$ cat src/rtl/sipo_register.sv
// ============================================================================
//  Module      : sipo_register
//  Description : Serial-in/parallel-out receiver, LSB first, with a held output
//                word, valid/ack handshake and sticky overrun flag.
//                Optional even-parity frame bit: define SIPO_PARITY_EN.
//  Revision    : 1.0 - initial release
// ============================================================================
`default_nettype none

module sipo_register #(
    parameter int WIDTH = 4
) (
    input  logic             clk,
    input  logic             reset,
    input  logic             serial_in,
    input  logic             shift_en,
    input  logic             clear,
    input  logic             out_ack,
    output logic [WIDTH-1:0] parallel_out,
    output logic             out_valid,
    output logic             overrun,
    output logic             busy,
    output logic             parity_err
);

    localparam int                 c_cnt_w     = $clog2(WIDTH + 1);
    localparam logic [c_cnt_w-1:0] c_last_data = c_cnt_w'(WIDTH - 1);
    localparam logic [c_cnt_w-1:0] c_cnt_one   = c_cnt_w'(1);

    typedef enum logic [0:0] {
        S_DATA   = 1'b0,
        S_PARITY = 1'b1
    } state_t;

    state_t             r_state;
    state_t             w_state_next;
    logic [c_cnt_w-1:0] r_cnt;
    logic [c_cnt_w-1:0] w_cnt_next;
    logic               w_complete;
    logic [WIDTH-1:0]   r_sr;
    logic [WIDTH-1:0]   w_sr_shift;
    logic [WIDTH-1:0]   w_word;
    logic [WIDTH-1:0]   r_parallel_out;
    logic               r_out_valid;
    logic               r_overrun;
    logic               w_load;

    assign w_sr_shift = {serial_in, r_sr[WIDTH-1:1]};
    // A completed word is accepted when the holding register is free or being acked.
    assign w_load     = w_complete && (!r_out_valid || out_ack);

    always_ff @(posedge clk) begin
        if (!reset) begin
            r_state <= S_DATA;
            r_cnt   <= '0;
        end else begin
            r_state <= w_state_next;
            r_cnt   <= w_cnt_next;
        end
    end

    always_comb begin
        w_state_next = r_state;
        w_cnt_next   = r_cnt;
        w_complete   = 1'b0;
        if (clear) begin
            w_state_next = S_DATA;
            w_cnt_next   = '0;
        end else if (shift_en) begin
            case (r_state)
                S_DATA: begin
                    if (r_cnt == c_last_data) begin
`ifdef SIPO_PARITY_EN
                        w_state_next = S_PARITY;
                        w_cnt_next   = r_cnt + c_cnt_one;
`else
                        w_cnt_next   = '0;
                        w_complete   = 1'b1;
`endif
                    end else begin
                        w_cnt_next = r_cnt + c_cnt_one;
                    end
                end
                S_PARITY: begin
                    w_state_next = S_DATA;
                    w_cnt_next   = '0;
                    w_complete   = 1'b1;
                end
                default: begin
                    w_state_next = S_DATA;
                    w_cnt_next   = '0;
                end
            endcase
        end
    end

    always_ff @(posedge clk) begin
        if (!reset) begin
            r_sr           <= '0;
            r_parallel_out <= '0;
            r_out_valid    <= 1'b0;
            r_overrun      <= 1'b0;
        end else begin
            if (clear) begin
                r_sr <= '0;
            end else if (shift_en && (r_state == S_DATA)) begin
                r_sr <= w_sr_shift;
            end

            if (w_load) begin
                r_parallel_out <= w_word;
                r_out_valid    <= 1'b1;
            end else if (w_complete) begin
                r_overrun      <= 1'b1;
            end else if (out_ack) begin
                r_out_valid    <= 1'b0;
            end

            if (clear) begin
                r_overrun <= 1'b0;
            end
        end
    end

`ifdef SIPO_PARITY_EN
    logic r_parity_err;

    // The parity bit is never shifted in, so r_sr already holds the data word.
    assign w_word = r_sr;

    always_ff @(posedge clk) begin
        if (!reset) begin
            r_parity_err <= 1'b0;
        end else if (w_load) begin
            r_parity_err <= (^r_sr) ^ serial_in;
        end
    end

    assign parity_err = r_parity_err;
`else
    logic w_unused_sr0;

    assign w_word       = w_sr_shift;
    assign w_unused_sr0 = r_sr[0];
    assign parity_err   = 1'b0;
`endif

    assign parallel_out = r_parallel_out;
    assign out_valid    = r_out_valid;
    assign overrun      = r_overrun;
    assign busy         = (r_cnt != '0) || (r_state == S_PARITY);

endmodule

`default_nettype wire
$ cat config.mk
export PLATFORM = sky130hd
export DESIGN_NAME = sipo_register
export DESIGN_NICKNAME = d
export VERILOG_FILES = /design/src/rtl/sipo_register.sv
export SDC_FILE = /design/constraint.sdc
export NUM_CORES = 1
export LEC_CHECK = 0
export ABC_AREA = 1
export BUFFER_PORTS_ARGS = -buffer_cell sky130_fd_sc_hd__buf_2
export CAP_MARGIN = 20
export CORE_AREA = 2 2 39 41
export DETAILED_ROUTE_END_ITERATION = 10
export DIE_AREA = 0 0 41 43
export HOLD_SLACK_MARGIN = 0.02
export PLACE_DENSITY = 0.61
export SLEW_MARGIN = 15
export SYNTH_ARGS = -nofsm -noshare
export SYNTH_HDL_FRONTEND = slang
export SYNTH_SLANG_ARGS = --single-unit
$ cat constraint.sdc
create_clock -name clk -period 2.3 [get_ports clk]
set_input_delay 0.345 -clock clk [delete_from_list [all_inputs] [get_ports clk]]
set_output_delay 0.345 -clock clk [all_outputs]
set_load 0.005 [all_outputs]
-- Word level (Yosys, flattened, before mapping)
Cells that the tools add are included.
- register bits after elaboration: 13
- input port bits: 6
- output and inout bits: 8
- word-level logic and storage cells: 25
- add/subtract/negate cells: 1
- eq/ne operators: 2
- muxes and demuxes: 7
- bitwise operators: 2
- reductions and logical operators: 8
- operators by type and width (cell ; number):
    1-bit two-way mux ; 6
    2-bit AND reduction ; 2
    3-bit by 1-bit adder with 3-bit output, second input constant ; 1
    3-bit by 2-bit == test with 1-bit output, second input constant ; 1
    3-bit two-way mux ; 1
    3-bit nonzero test ; 1
    2-bit by 1-bit inequality test with 1-bit output, second input constant ; 1
    1-bit NOT ; 2
    2-bit nonzero test ; 1
    2-bit OR reduction ; 1
    1-bit logical AND ; 1
    1-bit logical NOT ; 1
    1-bit logical OR ; 1

-- Logic depth before layout (Yosys ltp)
Gate-level depths: netlist (run 1).
- word-level depth: 7
- depth in mapped cells: 7
- mapped depth without buffers: 7

-- Least setup slack after synthesis (run 1)
Ideal clock, no wire load.
- kind: register to output
- start: reg r_cnt[0]
- end: out busy
- arrival: 0.627 ns
- required time: 1.955 ns
- setup slack: 1.328 ns
- stages on the path, launching flop included: 4
- path buffers: 0
- path through: dfxtp_1 > inv_1 > ha_1 > nand2_1
- cells in the longest elaborated chain, start to end: 1
- ends and longest elaborated chain (element ; line ; RTL):
    from (decl) ; 37 ; logic [c_cnt_w-1:0] r_cnt;
    from (signal assigned) ; 58 ; r_cnt <= w_cnt_next;
    3-bit nonzero test ; 151 ; assign busy = (r_cnt != '0) || (r_state == S_PARITY);
    to (decl) ; 22 ; output logic busy,
Every way passes these cells.

-- Worst setup path in the final report (run 1)
Same ends and word-level chain as after synthesis.

==> impl_metrics.toml, run 1 <==
[yosys]
yosys_warnings = 0
synth_area_um2 = 514
syn_avg_cell_area_um2 = 7.35
syn_inst = 70
synth_seq_cells = 12
yosysUniqueCellTypes = 16
syn_nets = 78
yosysSeqAreaShare_pct = 46.7

[clock_network]
clock-sinks = 12
postCtsHoldBufs = 0
post_cts_resized = 0
clk-insertion-delay-late_ps = 270
clockRootBuffer = "clkbuf_4"
h-tree-depth = 1
cts_buffers = 3
clkSlewWorstSetupHoldPaths_ps = 70
cts_tree = "built"
clockBufferDepth = 2
post_cts_buffers = 0

[floorplan]
placeableCoreArea_um2 = 1380
start_util_pct = 37.2
die_y_um = 43
die_w_um = 41
rows = 14
io_pins = 14
dieArea_um2 = 1760

[power]
switching_power_uw = 82.8
vdd_ir_drop_max_uv = 335
internal-power_uw = 315
power.density_nw_per_um2 = 638
switching_share_pct = 20.8
p_seq_share_pct = 53.2
p_leak_uw = 0.000322
pwr-share-clk_pct = 41.1
pwr-share-comb_pct = 5.7

[global_routing]
antenna_found_initial = 0
use_met3_pct = 3.14
grt.overflow.total = 0
globalRoute.busiestLayer = "met2"
grt_pass1_wl_um = 1410
grt_max_degree = 10
grt_use_total_pct = 11.9
grt_pass1_vias = 376
grtUsageMet1_pct = 14.1
met2_usage_pct = 17.8

[timing]
rsz0062_at_grt = "false"
hold_viol = 0
fin_crit_sh_pct = 59.1
fmax_ghz = 0.735
clock_skew_ps = 2.56
period_needed_ps = 1360
slew_viol_final = 0
fin_setup_tns_ps = 0
setup_violations = 0
fin_ws_ps = 940

[setup_path]
crit_arrival_ps = 1020
rr_endpoint = "r_cnt[1]$_SDFFE_PP0P_"
r2r_cells = 4
cp-endpoint = "busy"
crit_path_start_kind = "register"
reg2reg_from = "r_cnt[0]$_SDFFE_PP0P_"
worstSetupPathType = "register to output pin"
reg2reg_slack_ps = 1200
cp.required_ps = 1960
crit_path_max_fanout = 3
crit_path_end_kind = "output pin"
cp-startpoint = "r_cnt[0]$_SDFFE_PP0P_"

[place]
dp_hpwl_um = 675
dpl_worst_slack_ps = 1220
port_buffers = 12
globalplace.congestion = 0.712

[routing]
vias_per_cell = 4.23
wire_per_inst_um = 8.99
dr.pass1.iters = 4
drt_wl_total_um = 908
ant_nets = 0
drc = 0
via_count = 427
drtIter0Drc = 5

[final_layout]
area_growth_pct = 21.2
drive_gt1_share_pct = 23.5
fill_cells = 151
fin_util_pct = 45.0
nets = 94
final_cell_mix = "18 x nand2_1, 12 x inv_1, 12 x buf_2, 12 x dfxtp_1, 9 x nor2_1"
antenna_cells = 0
final_common_cell = "nand2_1"

[run_status]
status = "finished clean"

[hold_path]
min_path_type = "input port to register"

[run]
cap_violations = 0
-- Yosys cell counts, drive strengths merged --
cell | instances | share of area [%]
inv | 13 | 9.5
buf | 1 | 1.5
nand3 | 2 | 4.4
nand3b | 1 | 1.5
nor2 | 10 | 7.8
dfxtp | 12 | 47
nand2 | 19 | 14
nor3 | 1 | 0.97
conb | 1 | 0.73
a21oi | 7 | 6.8
o21ai | 1 | 0.97
ha | 2 | 4.9
-- layer usage --
layer,vias to the layer above,wire length [um]
met5,-,0
met4,0,0
met3,0,48
met2,10,428
met1,177,431
li1,240,-
-- critical path: stages (launching register included) --
cell and delay (ps):
dfxtp_1 350, inv_1 60, ha_1 190, nand2_1 50
buf_2 100
-- power groups by stage --
| stage | combinational, uW | sequential, uW | clock (uW) |
|---|---|---|---|
| finish | 22.5 | 212 | 163 |
| global route | 25.7 | 212 | 182 |
| CTS | 22.8 | 211 | 170 |
| detailed placement | 22.4 | 216 | 0 |
| global placement | 22.1 | 216 | 0 |
| floorplan | 12.8 | 216 | 0 |
-- cell type report --
| cell class | instances | area [um^2] | area share (%) |
|---|---|---|---|
| clock buffers | 4 | 36.3 | 5.82 |
| well taps | 16 | 20.0 | 3.21 |
| flip-flops and latches | 12 | 240 | 38.6 |
| inverters | 13 | 48.8 | 7.83 |
| multi-input cells | 44 | 218 | 34.9 |
| repair buffers | 12 | 60.1 | 9.64 |
-- kinds of logic after synthesis --
logic type | share of synthesized area, %
adder cells (fa/ha/maj) | 4.87
AND/OR/NAND/NOR | 29.0
other | 0.729
buffers and inverters | 10.9
flip-flops | 46.7
AO/OA/AOI/OAI | 7.78
-- flip-flops by register name (all words and copies together), names as in the netlist --
| register | count |
|---|---|
| out_valid | 1 |
| r_sr | 3 |
| parallel_out | 4 |
| overrun | 1 |
| r_cnt | 3 |
-- through the flow --
step	area, um^2	power (uW)	hold WS (ps)	cells
final	623	397	327	101
after global routing	623	419	342	101
after CTS	623	404	322	101
after detailed placement	587	239	441	97
after global placement	587	238	436	97
after floorplan	514	229	440	70
-- worst min-delay path by stage --
stage,from,to,cells after the start
floorplan,r_sr[1]$_SDFFE_PP0P_,r_sr[1]$_SDFFE_PP0P_,2
global placement,overrun$_SDFFE_PP0P_,overrun$_SDFFE_PP0P_,2
detailed placement,overrun$_SDFFE_PP0P_,overrun$_SDFFE_PP0P_,2
CTS,serial_in,parallel_out[3]$_SDFFE_PN0P_,3
global route,reset,parallel_out[0]$_SDFFE_PN0P_,3
finish,serial_in,parallel_out[3]$_SDFFE_PN0P_,3
Power figures use the tool's default switching activity.
==> run 2, diff against run 1 <==
ABC_AREA = 0   (was 1)
CORE_AREA = unset   (was 2 2 39 41)
CORE_MARGIN = 1.5   (was unset)
CORE_UTILIZATION = 40   (was unset)
DIE_AREA = unset   (was 0 0 41 43)
PLACE_DENSITY = 0.62   (was 0.61)
clock period = 1.3 ns   (was 2.3 ns; I/O delays follow)
==> run 2 against run 1 <==
Effect of this change: area after synthesis increased by 4.9%; global-route usage rose by 2.6 points; worst hold slack lost 140 ps; clock power up 34%; critical path type is now register to register; first-iteration DRC count increased by 20%; combinational power up 81%; flip-flop and latch count did not move; non-clock buffer count rose by 3; worst setup slack got worse by 870 ps; sequential power rose by 75%; cell area is 4.0% higher; routed wire length shrank 1.5%; critical endpoint is now parallel_out[0]$_SDFFE_PN0P_; largest power group unchanged.
==> impl_metrics.toml, run 2 <==
[timing]
slew_viol_final = 0
hold_ws_ps = 187
hold_viol = 0
fin_crit_sh_pct = 94.3
setup_violations = 0
rsz0062_at_grt = "true"
period_needed_ps = 1230
fin_ws_ps = 74.1
clock_skew_ps = 6.61
fin_setup_tns_ps = 0
fmax_ghz = 0.816

[clock_network]
h-tree-depth = 1
clock-sinks = 12
cts_tree = "built"
cts_buffers = 3
clockBufferDepth = 2
clk-insertion-delay-late_ps = 270
clockRootBuffer = "clkbuf_4"
clkSlewWorstSetupHoldPaths_ps = 70

[yosys]
syn_nets = 64
ys.flop_type = "dfxtp_1"
async_flop_share_pct = 0
synth_top_area_share_pct = 44.5
syn_avg_cell_area_um2 = 9.63
yosys_warnings = 0
synthTopCellsByCount = "12 x dfxtp_1, 9 x nand2_1, 8 x mux2i_1, 6 x nor2_1, 3 x inv_1"
syn_inst = 56
synth-edff-count = 0
yosysSeqAreaShare_pct = 44.5
synth_area_um2 = 539
yosysUniqueCellTypes = 18
synth_area_leaders = "dfxtp_1 45%, mux2i_1 15%, nand2_1 6.3%"
synth_seq_cells = 12
yosysMostFrequentCell = "dfxtp_1"
synth_top_cell_by_area = "dfxtp_1"

[floorplan]
rows = 13
start_util_pct = 42.0
placeableCoreArea_um2 = 1280
io_pins = 14
die_y_um = 39.7
die_w_um = 39.7
dieArea_um2 = 1580

[routing]
drtIter0Drc = 6
drc = 0
via_count = 392
vias_per_cell = 4.61
wire_per_inst_um = 10.5
dr.pass1.iters = 3
drt_wl_total_um = 894
ant_nets = 0

[run_status]
status = "finished clean"

[setup_path]
path_cells = "ha_4 > and4bb_4 > nor2b_4 > mux2i_1"
worstSetupPathType = "register to register"
slowest_stage = "dfxtp_4"
slowest_delay_ps = 360
crit_arrival_ps = 1420
crit_path_max_fanout = 4
crit_path_end_kind = "register"
cp.required_ps = 1490
crit_path_start_kind = "register"

[final_layout]
antenna_cells = 0
final_common_cell = "buf_2"
nets = 80
area_growth_pct = 20.2
instances_no_fill = 85
drive_gt1_share_pct = 32.9
final_cell_mix = "12 x buf_2, 10 x dfxtp_1, 9 x nand2_1"
fin_area_um2 = 648
largest_reg_flops = 4

[global_routing]
grt_pass1_wl_um = 1390
grt_use_total_pct = 14.5
antenna_found_initial = 0
grt_max_degree = 11
grt_pass1_vias = 329
grt.overflow.total = 0

[power]
internal-power_uw = 494
pwr-share-clk_pct = 34.7
vdd_ir_drop_max_uv = 456
switching_share_pct = 21.7
switching_power_uw = 137
p_seq_share_pct = 58.8
p_leak_uw = 0.000283
power.density_nw_per_um2 = 973
pwr-share-comb_pct = 6.5

[place]
globalplace.congestion = 0.690
dp_hpwl_um = 635
port_buffers = 12
dpl_worst_slack_ps = 10.1
dp_cells = 80
placedInstanceArea_um2 = 591

[hold_path]
min_path_type = "input port to register"

[run]
cap_violations = 0
==> run 2: cell types whose count changed after synthesis, sizes merged, moves of 2 or more <==
cell    change
buf         +3
nand3       -2
a21oi       -5
inv        -10
nor2b       +3
mux2i       +8
nor2        -4
nand2b      +2
nand2      -10
==> run 2: kinds of logic after synthesis <==
| family | Yosys count | share of synthesized area [%] |
|---|---|---|
| flip-flops | 12 | 44.5 |
| adder cells (fa/ha/maj) | 2 | 4.64 |
| AO/OA/AOI/OAI | 4 | 4.64 |
| AND/OR/NAND/NOR | 22 | 22.0 |
| multiplexers | 8 | 14.8 |
| buffers and inverters | 7 | 8.58 |
| other | 1 | 0.695 |
==> run 2: worst max-delay path, delay by kind of cell (launching register included) <==
family / cells / cell delay, ps
simple gates: 2 / 450
flops: 1 / 360
mux: 1 / 200
fa+ha+maj: 1 / 140
==> run 2: stage by stage <==
| stage | total power [uW] | util [%] |
|---|---|---|
| floorplan | 412 | - |
| global placement | 422 | 46.0 |
| detailed placement | 423 | 46.0 |
| CTS | 651 | 47.8 |
| global route | 669 | 50.4 |
| finish | 631 | 50.4 |
==> run 2: worst paths after layout <==
path	from	to	slack, ps	depth (start not counted)
min reg2reg	parallel_out[1]$_SDFFE_PN0P_	parallel_out[1]$_SDFFE_PN0P_	460	2
max reg2reg	r_cnt[1]$_SDFFE_PP0P_	parallel_out[0]$_SDFFE_PN0P_	70	4
max	r_cnt[1]$_SDFFE_PP0P_	parallel_out[0]$_SDFFE_PN0P_	70	4
min	serial_in	parallel_out[3]$_SDFFE_PN0P_	190	3
==> run 2: area by class of cell <==
type                            instances  area, um^2
Clock buffer                            3        22.5
Fill cell                             130         637
Inverter                                3        11.3
Multi-Input combinational cell         37         265
Sequential cell                        12         248
Tap cell                               15        18.8
Timing Repair Buffer                   15        82.6
==> run 2: repair_timing <==
action / in CTS / in global routing
pin swaps: 0 / 1
hold buffers: 0 / 0
buffers inserted: 0 / 2
setup endpoints to repair: 2 / 4
resized for setup: 1 / 5
==> run 2: power groups by stage <==
stage	Sequential, uW	Clock, uW	Combinational, uW
floorplan	381	0	31.1
global placement	382	0	40.6
detailed placement	382	0	41.1
CTS	373	236	41.3
global route	371	252	45.2
finish	371	219	40.8
==> run 2: metal layers <==
metal	track usage [%]	part of all wire (%)	vias up
met5	0	0	-
met4	10.3	1.3	0
met3	6.82	4.8	2
met2	23.0	44	9
met1	14.7	49	173
li1	-	-	208
